### config.mk
export PLATFORM = sky130hd
export DESIGN_NAME = mmio_uart_tx
export DESIGN_NICKNAME = d
export VERILOG_FILES = /design/src/rtl/rvbug_pkg.sv /design/src/rtl/sync_fifo.sv /design/src/rtl/mmio_uart_tx.sv
export SDC_FILE = /design/constraint.sdc
export NUM_CORES = 1
export LEC_CHECK = 0
export ABC_AREA = 0
export CELL_PAD_IN_SITES_DETAIL_PLACEMENT = 1
export CELL_PAD_IN_SITES_GLOBAL_PLACEMENT = 1
export CORE_MARGIN = 2
export CORE_UTILIZATION = 40
export CTS_CLUSTER_DIAMETER = 120
export CTS_CLUSTER_SIZE = 16
export DETAILED_ROUTE_END_ITERATION = 10
export GPL_TIMING_DRIVEN = 0
export PLACE_DENSITY_LB_ADDON = 0.12
export SLEW_MARGIN = 20
export SYNTH_ARGS = -nofsm -noshare
export SYNTH_HDL_FRONTEND = slang
export SYNTH_SLANG_ARGS = --single-unit
### constraint.sdc
create_clock -name clk_i -period 3.25 [get_ports clk_i]
set_input_delay 0.65 -clock clk_i [delete_from_list [all_inputs] [get_ports clk_i]]
set_output_delay 0.65 -clock clk_i [all_outputs]
set_load 0.01 [all_outputs]
### src/rtl/rvbug_pkg.sv
// Shared address map, status-bit layout and UART FSM encoding for the
// RISC-V bring-up MMIO peripherals.
`ifndef TOHOST_ADDR
`define TOHOST_ADDR 32'h8000_1000
`endif

package rvbug_pkg;

  localparam logic [31:0] UART_ADDR      = 32'h4000_0000;
  localparam logic [31:0] UART_STAT_ADDR = UART_ADDR + 32'd4;

  localparam int STAT_FULL    = 0;
  localparam int STAT_BUSY    = 1;
  localparam int STAT_OVF     = 2;
  localparam int STAT_CNT_LSB = 8;
  localparam int STAT_CNT_W   = 8;

  typedef enum logic [1:0] {
    UART_IDLE  = 2'd0,
    UART_START = 2'd1,
    UART_DATA  = 2'd2,
    UART_STOP  = 2'd3
  } uart_state_e;

endpackage

### src/rtl/sync_fifo.sv
// Single-clock FIFO, pointer based; dout shows the head entry combinationally.
// A push while full is accepted only when a pop happens in the same cycle.
module sync_fifo #(
  parameter int WIDTH = 8,
  parameter int DEPTH = 8
) (
  input  logic                     clk,
  input  logic                     rst,
  input  logic                     push,
  input  logic                     pop,
  input  logic [WIDTH-1:0]         din,
  output logic [WIDTH-1:0]         dout,
  output logic                     full,
  output logic                     empty,
  output logic [$clog2(DEPTH):0]   count
);

  localparam int AW = $clog2(DEPTH);

  logic [WIDTH-1:0] mem [DEPTH];
  logic [AW-1:0]    wr_ptr;
  logic [AW-1:0]    rd_ptr;
  logic             do_push;
  logic             do_pop;

  assign empty   = (count == '0);
  assign full    = (count == (AW+1)'(DEPTH));
  assign do_pop  = pop && !empty;
  assign do_push = push && (!full || do_pop);
  assign dout    = mem[rd_ptr];

  // DEPTH is a power of two, so the pointers wrap on their own.
  always_ff @(posedge clk) begin
    if (rst) begin
      wr_ptr <= '0;
      rd_ptr <= '0;
      count  <= '0;
    end else begin
      if (do_push) wr_ptr <= wr_ptr + 1'b1;
      if (do_pop)  rd_ptr <= rd_ptr + 1'b1;
      case ({do_push, do_pop})
        2'b10:   count <= count + 1'b1;
        2'b01:   count <= count - 1'b1;
        default: count <= count;
      endcase
    end
  end

  always_ff @(posedge clk) begin
    if (do_push) mem[wr_ptr] <= din;
  end

endmodule

### src/rtl/mmio_uart_tx.sv
// MMIO console: byte writes queue into a TX FIFO and leave as 8N1 frames; status/tohost
// reads return one cycle later. Writes never stall: a push into a full FIFO is dropped and flagged.
`ifndef TOHOST_ADDR
`define TOHOST_ADDR 32'h8000_1000
`endif

module mmio_uart_tx #(
  parameter int              XLEN        = 32,
  parameter logic [XLEN-1:0] UART_ADDR   = XLEN'(rvbug_pkg::UART_ADDR),
  parameter logic [XLEN-1:0] TOHOST_ADDR = XLEN'(`TOHOST_ADDR),
  parameter int              CLK_DIV     = 16,
  parameter int              FIFO_DEPTH  = 8
) (
  input  logic                 clk_i,
  input  logic                 rst_i,
  input  logic [XLEN-1:0]      dmem_addr_i,
  input  logic                 dmem_wvalid_i,
  input  logic [XLEN/8-1:0]    dmem_wstrb_i,
  input  logic [XLEN-1:0]      dmem_wdata_i,
  output logic [XLEN-1:0]      dmem_rdata_o,
  output logic                 uart_tx_o,
  output logic                 tohost_valid_o,
  output logic [XLEN-1:0]      tohost_data_o
);

  import rvbug_pkg::*;

  localparam int              CW          = $clog2(FIFO_DEPTH) + 1;
  localparam int              BW          = $clog2(CLK_DIV);
  localparam logic [BW-1:0]   BAUD_RELOAD = BW'(CLK_DIV - 1);
  localparam logic [XLEN-1:0] STAT_ADDR   = UART_ADDR + XLEN'(4);

  logic [XLEN-3:0] word_addr;
  logic            hit_data;
  logic            hit_stat;
  logic            hit_tohost;
  logic            unused_addr_bits;

  logic            push;
  logic            overflow;
  logic            stat_wr;
  logic            tohost_wr;
  logic            ovf;

  logic            fifo_pop;
  logic            fifo_full;
  logic            fifo_empty;
  logic [7:0]      fifo_dout;
  logic [CW-1:0]   fifo_count;

  uart_state_e     state;
  logic [BW-1:0]   baud;
  logic            baud_done;
  logic [2:0]      bit_idx;
  logic [7:0]      shreg;
  logic            tx;

  logic [XLEN-1:0] status_word;
  logic [XLEN-1:0] rdata_next;

  // Registers are word-addressed; the byte offset never matters.
  assign word_addr        = dmem_addr_i[XLEN-1:2];
  assign unused_addr_bits = ^dmem_addr_i[1:0];
  assign hit_data         = (word_addr == UART_ADDR[XLEN-1:2]);
  assign hit_stat         = (word_addr == STAT_ADDR[XLEN-1:2]);
  assign hit_tohost       = (word_addr == TOHOST_ADDR[XLEN-1:2]);

  assign push      = dmem_wvalid_i && dmem_wstrb_i[0] && hit_data;
  assign overflow  = push && fifo_full && !fifo_pop;
  assign stat_wr   = dmem_wvalid_i && hit_stat;
  assign tohost_wr = dmem_wvalid_i && (|dmem_wstrb_i) && hit_tohost;

  assign fifo_pop  = (state == UART_IDLE) && !fifo_empty;
  assign baud_done = (baud == '0);
  assign uart_tx_o = tx;

  sync_fifo #(
    .WIDTH (8),
    .DEPTH (FIFO_DEPTH)
  ) u_tx_fifo (
    .clk   (clk_i),
    .rst   (rst_i),
    .push  (push),
    .pop   (fifo_pop),
    .din   (dmem_wdata_i[7:0]),
    .dout  (fifo_dout),
    .full  (fifo_full),
    .empty (fifo_empty),
    .count (fifo_count)
  );

  always_comb begin
    status_word                                   = '0;
    status_word[STAT_FULL]                        = fifo_full;
    status_word[STAT_BUSY]                        = (state != UART_IDLE) || !fifo_empty;
    status_word[STAT_OVF]                         = ovf;
    status_word[STAT_CNT_LSB +: STAT_CNT_W]       = STAT_CNT_W'(fifo_count);
  end

  always_comb begin
    rdata_next = '0;
    if (hit_stat)        rdata_next = status_word;
    else if (hit_tohost) rdata_next = tohost_data_o;
  end

  // An overflow in the same cycle as a clearing write wins, so no drop goes unreported.
  always_ff @(posedge clk_i) begin
    if (rst_i) begin
      ovf            <= 1'b0;
      tohost_valid_o <= 1'b0;
      tohost_data_o  <= '0;
      dmem_rdata_o   <= '0;
    end else begin
      if (overflow)     ovf <= 1'b1;
      else if (stat_wr) ovf <= 1'b0;
      if (tohost_wr) begin
        tohost_valid_o <= 1'b1;
        tohost_data_o  <= dmem_wdata_i;
      end
      dmem_rdata_o <= rdata_next;
    end
  end

  // The line is registered; each state drives its level for a full CLK_DIV period.
  always_ff @(posedge clk_i) begin
    if (rst_i) begin
      state   <= UART_IDLE;
      tx      <= 1'b1;
      baud    <= '0;
      bit_idx <= '0;
      shreg   <= '0;
    end else begin
      case (state)
        UART_IDLE: begin
          tx <= 1'b1;
          if (!fifo_empty) begin
            shreg <= fifo_dout;
            baud  <= BAUD_RELOAD;
            tx    <= 1'b0;
            state <= UART_START;
          end
        end
        UART_START: begin
          if (baud_done) begin
            baud    <= BAUD_RELOAD;
            bit_idx <= '0;
            tx      <= shreg[0];
            state   <= UART_DATA;
          end else begin
            baud <= baud - 1'b1;
          end
        end
        UART_DATA: begin
          if (baud_done) begin
            baud <= BAUD_RELOAD;
            if (bit_idx == 3'd7) begin
              tx    <= 1'b1;
              state <= UART_STOP;
            end else begin
              bit_idx <= bit_idx + 1'b1;
              shreg   <= {1'b0, shreg[7:1]};
              tx      <= shreg[1];
            end
          end else begin
            baud <= baud - 1'b1;
          end
        end
        UART_STOP: begin
          if (baud_done) state <= UART_IDLE;
          else           baud  <= baud - 1'b1;
        end
        default: begin
          state <= UART_IDLE;
          tx    <= 1'b1;
        end
      endcase
    end
  end

endmodule

== Word-level counts from Yosys, hierarchy flattened ==
Memory sizes are Yosys's and may differ from the RTL's. A register that Yosys moved wholly into a read port is not among the register bits.
Index checks and enable logic that the tools add are counted.
Widths: inputs -> output; s select.
Storage, ports and cells
  output and inout bits: 66
  flip-flop bits (word level): 94
  memory bits (writable): 64
  word-level logic and storage cells: 102
  memories: 1
  bits of input ports: 71
Memories
  u_tx_fifo.mem: depth 8, width 8, read ports 1, clocked after memory_dff 1, wr ports 1, line sync_fifo.sv:20  | logic [WIDTH-1:0] mem [DEPTH];
Cells by class
  reduce and logical (&&, ||, !) cells: 32
  mux-type cells: 32
  equality and inequality tests: 17
  bitwise gates (word level): 1
  add/sub/neg operators: 6
Operators with widths (count)
  $eq 30x29->1 const B: 2
  $eq 30x30->1 const B: 1
  $mux 12: 2
  $mux 8: 3
  $pmux 8 s2: 1
  $mux 3: 5
  $ne 2x2->1 const B: 7
  $mux 4: 3
  $pmux 4 s3: 1
  $logic_and 1x1->1: 10
  $mux 2: 5
  $reduce_bool 2->1: 5
  $add 3x1->3 const B: 3
  $logic_not 4->1: 2
  $mux 1: 8
  $pmux 2 s4: 1
  $pmux 4 s2: 1
  $reduce_and 4->1: 2
  $sub 4x1->4 const B: 2
  $eq 2x2->1 const B: 3
  $pmux 3 s2: 1
  $reduce_and 5->1: 1
  $add 4x1->4 const B: 1
  $eq 2x1->1 const B: 2
  13 further kinds: 16

== Longest topological paths before layout ==
Gate-level depths: netlist of the first run.
  depth after elaboration: 8
  depth in mapped cells: 13
  mapped depth without buffers: 13

== By module ==
From an unflattened synthesis of the first run, not the netlist that was laid out.
Unflattened totals
  cells, all modules: 556
  area total of the unflattened synthesis: 6729.0 sq um
By module, submodules not included
  mmio_uart_tx: cells an instance 377, instances 1, seq. area each 1681.6 sq um, area each 3513.4 sq um
  sync_fifo: cells an instance 179, instances 1, seq. area each 2182.1 sq um, area each 3215.6 sq um

== Least setup slack after synthesis of the first run ==
Ideal clock, no wire load.
  kind: input to register
  start point: input dmem_addr_i[13]
  end point: register u_tx_fifo.count[2]
  setup time: 0.070 ns
  path buffers: 0
  data arrival time: 2.696 ns
  cell stages on the path: 11
  required time: 3.180 ns
  path slack: 0.483 ns
  path through: nor4_1 > nand4_1 > nor3_1 > inv_2 > ha_1 > xor2_1 > ha_1 > a21oi_1 > xor2_1 > or3_1 > a21oi_1
Between the ends
  cells in the longest elaborated chain, start to end: 5
  elaborated cells between the ends (all ways): 7
  those cells by class: eq/ne: 3; mux: 1; reduce/logical: 3
Ends and longest elaborated chain
  from (decl): line mmio_uart_tx.sv:16  | input logic [XLEN-1:0] dmem_addr_i,
  $eq 30x29->1 (*): line mmio_uart_tx.sv:64  | assign hit_data = (word_addr == UART_ADDR[XLEN-1:2]);
  $logic_and 1x1->1 (*): line mmio_uart_tx.sv:68  | assign push = dmem_wvalid_i && dmem_wstrb_i[0] && hit_data;
  $logic_and 1x1->1 (*): line sync_fifo.sv:29  | assign do_push = push && (!full || do_pop);
  $eq 2x1->1 or $eq 2x2->1 (tied branches): line sync_fifo.sv:41  | case ({do_push, do_pop})
  $pmux 4 s2 or $reduce_bool 2->1 (tied branches)
  to (signal assigned): line sync_fifo.sv:42  | 2'b10: count <= count + 1'b1;
  to (signal assigned): line sync_fifo.sv:43  | 2'b01: count <= count - 1'b1;
  to (signal assigned): line sync_fifo.sv:44  | default: count <= count;
  to (decl): line sync_fifo.sv:15  | output logic [$clog2(DEPTH):0] count
Mark *: on every way between the ends. The rest lies on a longest branch, timed or not.
A chain may end at the register's enable or synchronous reset.

== Final worst setup path of the first run ==
  start point: register state[0]
  end point: register u_tx_fifo.count[2]
Between the ends
  cells in the longest elaborated chain, start to end: 7
  elaborated cells between the ends (all ways): 9
  those cells by class: eq/ne: 2; mux: 1; reduce/logical: 6
Ends and longest elaborated chain
  from (decl): line mmio_uart_tx.sv:51  | uart_state_e state;
  from (signal assigned): line mmio_uart_tx.sv:127  | state <= UART_IDLE;
  from (signal assigned): line mmio_uart_tx.sv:140  | state <= UART_START;
  from (signal assigned): line mmio_uart_tx.sv:148  | state <= UART_DATA;
  $logic_not 2->1 (*): line mmio_uart_tx.sv:73  | assign fifo_pop = (state == UART_IDLE) && !fifo_empty;
  $logic_and 1x1->1 (*): line mmio_uart_tx.sv:73
  $logic_and 1x1->1 (*): line sync_fifo.sv:28  | assign do_pop = pop && !empty;
  $logic_or 1x1->1: line sync_fifo.sv:29
  $logic_and 1x1->1: line sync_fifo.sv:29
  $eq 2x1->1 or $eq 2x2->1 (tied branches): line sync_fifo.sv:41
  $pmux 4 s2 or $reduce_bool 2->1 (tied branches)
Marks and branches as above.

==> results.toml, run 1 <==
[status]
status = "completed"

[synth]
synth_top_flop_cell = "dfxtp_1"
synth_commonest_cells = "dfxtp_1 (97), edfxtp_1 (64), a21oi_1 (46)"
synth_area_leaders = "dfxtp_1 (30%), edfxtp_1 (29%), mux4_2 (5.5%), o31ai_1 (3.8%), a21oi_1 (3.5%)"
yosysTopAreaCellShare_pct = 29.6
synth-seq-cells = 161
syn_nets = 638
synth_warnings = 0
postSynthCellCount = 553
synth_cell_types = 53
synth_most_common_cell = "dfxtp_1"
syn_area_um2 = 6560
synthArstFlopShare_pct = 0
ys_seq_area_share_pct = 58.9
synth-edff-count = 64
syn_avg_cell_area_um2 = 11.9
yosysTopAreaCell = "dfxtp_1"

[sta]
worst_pin_slew_ps = 894
period_share_pct = 94.3
drv_slew = 0
setup_viol = 0
fmax_ghz = 0.326
fin_skew_ps = 7.81
finalSetupTns_ps = 0
hold_viol = 0
min_period_ps = 3070
rsz0062_at_grt = "false"
relSlewSlack_pct = 40.0

[setup_path]
endpoint_kind = "register"
cp-start-kind = "register"
cp.required_ps = 3610
path_class = "register to register"
critPathMaxFanout = 9
arrival_ps = 3420

[die]
rows = 46
dieArea_um2 = 17400
die_w_um = 132
fp.dieH_um = 132
core_region_area_um2 = 15900
initial_utilization_pct = 41.2
ios = 137

[drt]
remaining_drc_errors = 0
via_per_inst = 5.47
drt_wl_total_um = 19500
vias = 5138
drt_pass1_iterations = 5
drt_iter0_markers = 340
ant_nets = 0
routedWlPerCell_um = 20.7

[power_and_ir_drop]
p_sw_uw = 907
power_density_nw_per_um2 = 479
vdd_ir_drop_max_v = 0.000315
p_leak_nw = 2.98
p_sw_share_pct = 21.2
pwr-share-clk_pct = 47.6
p_int_mw = 3.37
seq_power_share_pct = 49.0
comb_power_share_pct = 3.3

[clocking]
clock_latency_ps = 430
cts_tree = "built"
cts-root-buf = "clkbuf_16"
clockBufferDepth = 2
clk_pin_slew_worst_paths_ps = 60
h-tree-depth = 4
cts.sinks = 161
holdBufCountCts = 0
cts-buffers-inserted = 17

[final_layout]
layout-drive-gt1-share_pct = 12.4
final_util_pct = 55.9
num-nets-final = 795
syn2layout_area_growth_pct = 35.9
diodes = 0

[placement]
gp_congestion = 0.786
io_buffers = 133
detailed_place_hpwl_um = 13800

[grt]
grt_max_degree = 17
antenna_found_initial = 0
grt-ovfl-total = 0
grt_pass1_wl_um = 31000
grt_pass1_vias = 5581
grtUsageTotal_pct = 22.8

[job]
drv_cap = 0

[min_path]
hp-class = "register to register"
## power by group through the flow
stage	Clock, mW	Sequential [mW]	Combinational, mW
final	2.04	2.10	0.142
after CTS	2.06	2.10	0.135
after global placement	0	2.14	0.129
after global routing	2.15	2.09	0.151
after detailed placement	0	2.14	0.133
after floorplan	0	2.14	0.0234
## kinds of logic after synthesis
| kind of cell | Yosys count | synth area share, % |
|---|---|---|
| AOI/OAI and AO/OA | 133 | 13.2 |
| xor gates and xnor gates | 5 | 0.667 |
| adders and majority gates | 14 | 2.67 |
| buffers and inverters | 60 | 3.81 |
| DFF | 161 | 58.9 |
| muxes | 23 | 6.60 |
| and+or+nand+nor | 157 | 14.2 |
## flip-flops by register name, indices dropped and copies added (netlist names), named ones only
register,cells
u_tx_fifo.mem,64
dmem_rdata_o,32
tohost_data_o,32
shreg,8
baud,4
u_tx_fifo.count,4
bit_idx,3
u_tx_fifo.rd_ptr,3
u_tx_fifo.wr_ptr,3
state,2
ovf,1
tohost_valid_o,1
uart_tx_o,1
## layout by cell type (no fill, tap or decap), types with 4 or more instances in the layout
master | synthesis | layout
nor3_1 | 8 | 5
nand4_1 | 33 | 33
nor4_2 | 0 | 7
nand2_1 | 11 | 11
clkbuf_16 | 0 | 19
nor2b_1 | 8 | 8
inv_1 | 15 | 15
mux2i_1 | 5 | 5
edfxtp_1 | 64 | 64
xor2_1 | 4 | 4
dfxtp_1 | 97 | 97
clkbuf_1 | 25 | 26
buf_4 | 0 | 5
buf_1 | 4 | 4
clkdlybuf4s50_1 | 0 | 133
o31ai_1 | 33 | 33
nor2_1 | 25 | 25
buf_2 | 14 | 14
a21oi_1 | 46 | 46
a22oi_1 | 9 | 9
o21ai_0 | 12 | 12
and4_1 | 4 | 4
nor4_4 | 1 | 4
nand3_1 | 5 | 5
a22o_1 | 10 | 10
o22ai_1 | 8 | 8
ha_1 | 14 | 14
mux4_2 | 16 | 16
and2_1 | 26 | 26
## layout make-up
cell class | count | area [um2]
timing repair buffer | 138 | 1370
buffer | 44 | 190
clock inverter | 10 | 95.1
tap | 216 | 270
multi-input combinational | 332 | 2560
inverter | 16 | 60.1
clock buffer | 22 | 507
sequential | 161 | 3860
fill | 1663 | 7020
## worst max-delay path, stage by stage, from the launching register on
cell      delay (ps)
dfxtp_1          390
inv_1            110
ha_1             300
nand2b_1         260
o211ai_4         310
nor3_2            90
inv_2            210
ha_1             300
xor2_1           180
ha_1             160
a21oi_1           50
xor2_1           170
or3_1            330
a21oi_1          140
## metrics by stage
| stage | total power [mW] | hold slack [ps] | setup slack (ps) | std cells | cell area [um2] |
|---|---|---|---|---|---|
| floorplan | 2.16 | 427 | 483 | 553 | 6560 |
| global placement | 2.27 | 440 | -987 | 902 | 8160 |
| detailed placement | 2.27 | 471 | -425 | 906 | 8230 |
| CTS | 4.29 | 490 | 82.8 | 938 | 8850 |
| global route | 4.39 | 510 | 18.2 | 939 | 8920 |
| finish | 4.27 | 489 | 185 | 939 | 8920 |
## what timing repair did
item                       4_1_cts  5_1_grt
setup buffers                    0        1
pin swaps                        0        1
resized for setup                3        9
hold endpoints to repair         0        0
setup endpoints to repair        1        1
## routing by layer
layer	up-vias	part of all wire [%]	global-route usage, %
li1	2412	-	-
met1	2566	42	27.9
met2	137	51	40.1
met3	23	5.1	5.04
met4	0	1.5	7.49
met5	-	0	0
## final timing paths
path                                         from            endpoint  slack, ps  cells past startpoint
worst min-delay path            tohost_data_o[14]   tohost_data_o[14]        490                      2
worst min register to register  tohost_data_o[14]   tohost_data_o[14]        490                      2
worst max register to register           state[0]  u_tx_fifo.count[2]        180                     13
worst max-delay path                     state[0]  u_tx_fifo.count[2]        180                     13
Power figures use the tool's default switching activity.
==> run 2: changes to the inputs <==
==> constraint.sdc (replaced) <==
create_clock -name clk_i -period 3.25 [get_ports clk_i]
set_input_delay 0.65 -clock clk_i [delete_from_list [all_inputs] [get_ports clk_i]]
set_output_delay 0.65 -clock clk_i [all_outputs]
set_load 0.005 [all_outputs]
==> results of run 2 <==
No change in the layout: final DEF, timing and power equal those of run 1.
==> run 3: changes to the inputs <==
--- a/config.mk
+++ b/config.mk
@@ -9,11 +9,10 @@
 export CELL_PAD_IN_SITES_DETAIL_PLACEMENT = 1
 export CELL_PAD_IN_SITES_GLOBAL_PLACEMENT = 1
 export CORE_MARGIN = 2
-export CORE_UTILIZATION = 40
+export CORE_UTILIZATION = 36
 export CTS_CLUSTER_DIAMETER = 120
 export CTS_CLUSTER_SIZE = 16
 export DETAILED_ROUTE_END_ITERATION = 10
-export GPL_TIMING_DRIVEN = 0
 export PLACE_DENSITY_LB_ADDON = 0.12
 export SLEW_MARGIN = 20
 export SYNTH_ARGS = -nofsm -noshare
==> constraint.sdc (replaced) <==
create_clock -name clk_i -period 2.6 [get_ports clk_i]
set_input_delay 0.52 -clock clk_i [delete_from_list [all_inputs] [get_ports clk_i]]
set_output_delay 0.52 -clock clk_i [all_outputs]
set_load 0.005 [all_outputs]
==> run 3 against run 2 <==
Net effect: wire length rose by 0.88%; sequential power up 25%; final cell count up 1.5%; critical path depth did not move; worst hold slack worse by 15 ps; largest cell class unchanged.
==> results.toml, run 3 (synthesis results as in run 1) <==
[clocking]
h-tree-depth = 4
cts-buffers-inserted = 17
clock_latency_ps = 420
cts_tree = "built"
cts-root-buf = "clkbuf_16"
cts.sinks = 161
holdBufCountCts = 0
clockBufferDepth = 2
clk_pin_slew_worst_paths_ps = 60

[drt]
ant_nets = 0
routedWlPerCell_um = 20.6
via_per_inst = 5.44
drt_wl_total_um = 19600
drt_pass1_iterations = 4
vias = 5187
remaining_drc_errors = 0
drt_iter0_markers = 272

[grt]
grt_pass1_vias = 5628
antenna_found_initial = 0
grtUsageTotal_pct = 20.5
use_met1_pct = 25.0
grt_pass1_wl_um = 31000
met3_usage_pct = 6.91
busiest_layer = "met2"
grt-ovfl-total = 0
grt_max_degree = 55
use_met2_pct = 34.2

[final_layout]
num-nets-final = 796
instances_no_fill = 953
layout-drive-gt1-share_pct = 16.7
multiInputGateArea_um2 = 2560
final_common_cell = "clkdlybuf4s50_1"
mostFrequentLayoutCells = "clkdlybuf4s50_1 (111), dfxtp_1 (97), edfxtp_1 (64)"
final_area_um2 = 9140
register_area_um2 = 3860
nFillCells = 1882
final_util_pct = 51.0
largest_register = "u_tx_fifo.mem"
largest_registers = "u_tx_fifo.mem x64, dmem_rdata_o x32, tohost_data_o x32"
diodes = 0
syn2layout_area_growth_pct = 39.2
largest_reg_flops = 64

[setup_path]
rr_endpoint = "u_tx_fifo.count[2]"
regToRegStartpoint = "state[1]"
worstRegToRegCells = 13
path_class = "input port to register"
critPathMaxFanout = 2
r2r_slack_ps = 160
cp-start-kind = "input port"
crit_start = "dmem_addr_i[13]"
arrival_ps = 2840
endpoint_kind = "register"
crit_end = "u_tx_fifo.count[2]"
cp.required_ps = 2940

[placement]
placed_area_um2 = 8380
detailed_place_hpwl_um = 13500
gp_congestion = 0.805
numPlacedInstances = 916
io_buffers = 134
pre_cts_slack_ps = -659

[sta]
worst_slack_ps = 102
rsz0062_at_grt = "false"
worst_pin_slew_ps = 792
relSlewSlack_pct = 47.1
setup_viol = 0
period_share_pct = 96.1
min_period_ps = 2500
fin_skew_ps = 7.71
hold_viol = 0
fmax_ghz = 0.400
drv_slew = 0

[power_and_ir_drop]
power_mw = 5.11
vdd_ir_drop_max_v = 0.000511
p_leak_nw = 3.31
power_density_nw_per_um2 = 560

[die]
core_region_area_um2 = 17900
fp.dieH_um = 139
dieArea_um2 = 19300
rows = 49
die_w_um = 139
initial_utilization_pct = 36.7
ios = 137

[status]
status = "completed"

[min_path]
hp-class = "register to register"

[job]
drv_cap = 0
run 3: final cells by class:
type                       instances  area share (%)
tap                              229            3.14
sequential                       161            42.3
clock inverter                     8           0.603
inverter                          16           0.657
timing repair buffer             183            19.8
clock buffer                      24            5.40
multi-input combinational        332            28.1
run 3: per-stage QoR:
stage	setup TNS (ps)	hold WS, ps
final	0	474
after global routing	0	491
after CTS	0	476
after detailed placement	-17350	462
after global placement	-13140	456
after floorplan	0	427
run 3: repair_timing:
action	CTS	global route
gates resized for setup	11	33
setup buffers	2	3
pin swaps	5	15
setup endpoints to repair	2	2
endpoints found under the hold margin	0	0
run 3: critical path: stages:
cell,delay [ps]
dlymetal6s2s_1,120
nor4_2,370
nand4_1,200
buf_6,180
nor3_4,180
inv_2,70
ha_4,160
xor2_1,150
ha_2,200
a21oi_2,40
xor2_1,170
or3_1,350
a21oi_1,120
run 3: worst min-delay path by stage:
| stage | slack [ps] | to | startpoint | cells past startpoint |
|---|---|---|---|---|
| detailed placement | 460 | shreg[7] | shreg[7] | 1 |
| floorplan | 430 | shreg[7] | shreg[7] | 1 |
| finish | 470 | shreg[7] | shreg[7] | 1 |
| global route | 490 | shreg[7] | shreg[7] | 1 |
| global placement | 460 | shreg[7] | shreg[7] | 1 |
| CTS | 480 | shreg[7] | shreg[7] | 1 |
run 3: report_power, final:
| group | switching (mW) | internal (mW) | total (mW) | leakage [nW] |
|---|---|---|---|---|
| Clock | 0.991 | 1.33 | 2.32 | 0.274 |
| Combinational | 0.0737 | 0.101 | 0.175 | 1.68 |
| Sequential | 0.0000000207 | 2.62 | 2.62 | 1.36 |
run 3: per-layer routing:
| metal | part of all wire (%) | wire (um) | vias up |
|---|---|---|---|
| met5 | 0 | 0 | - |
| met4 | 1.6 | 311 | 0 |
| met3 | 7.2 | 1420 | 25 |
| met2 | 49 | 9560 | 150 |
| met1 | 42 | 8340 | 2604 |
| li1 | - | - | 2408 |
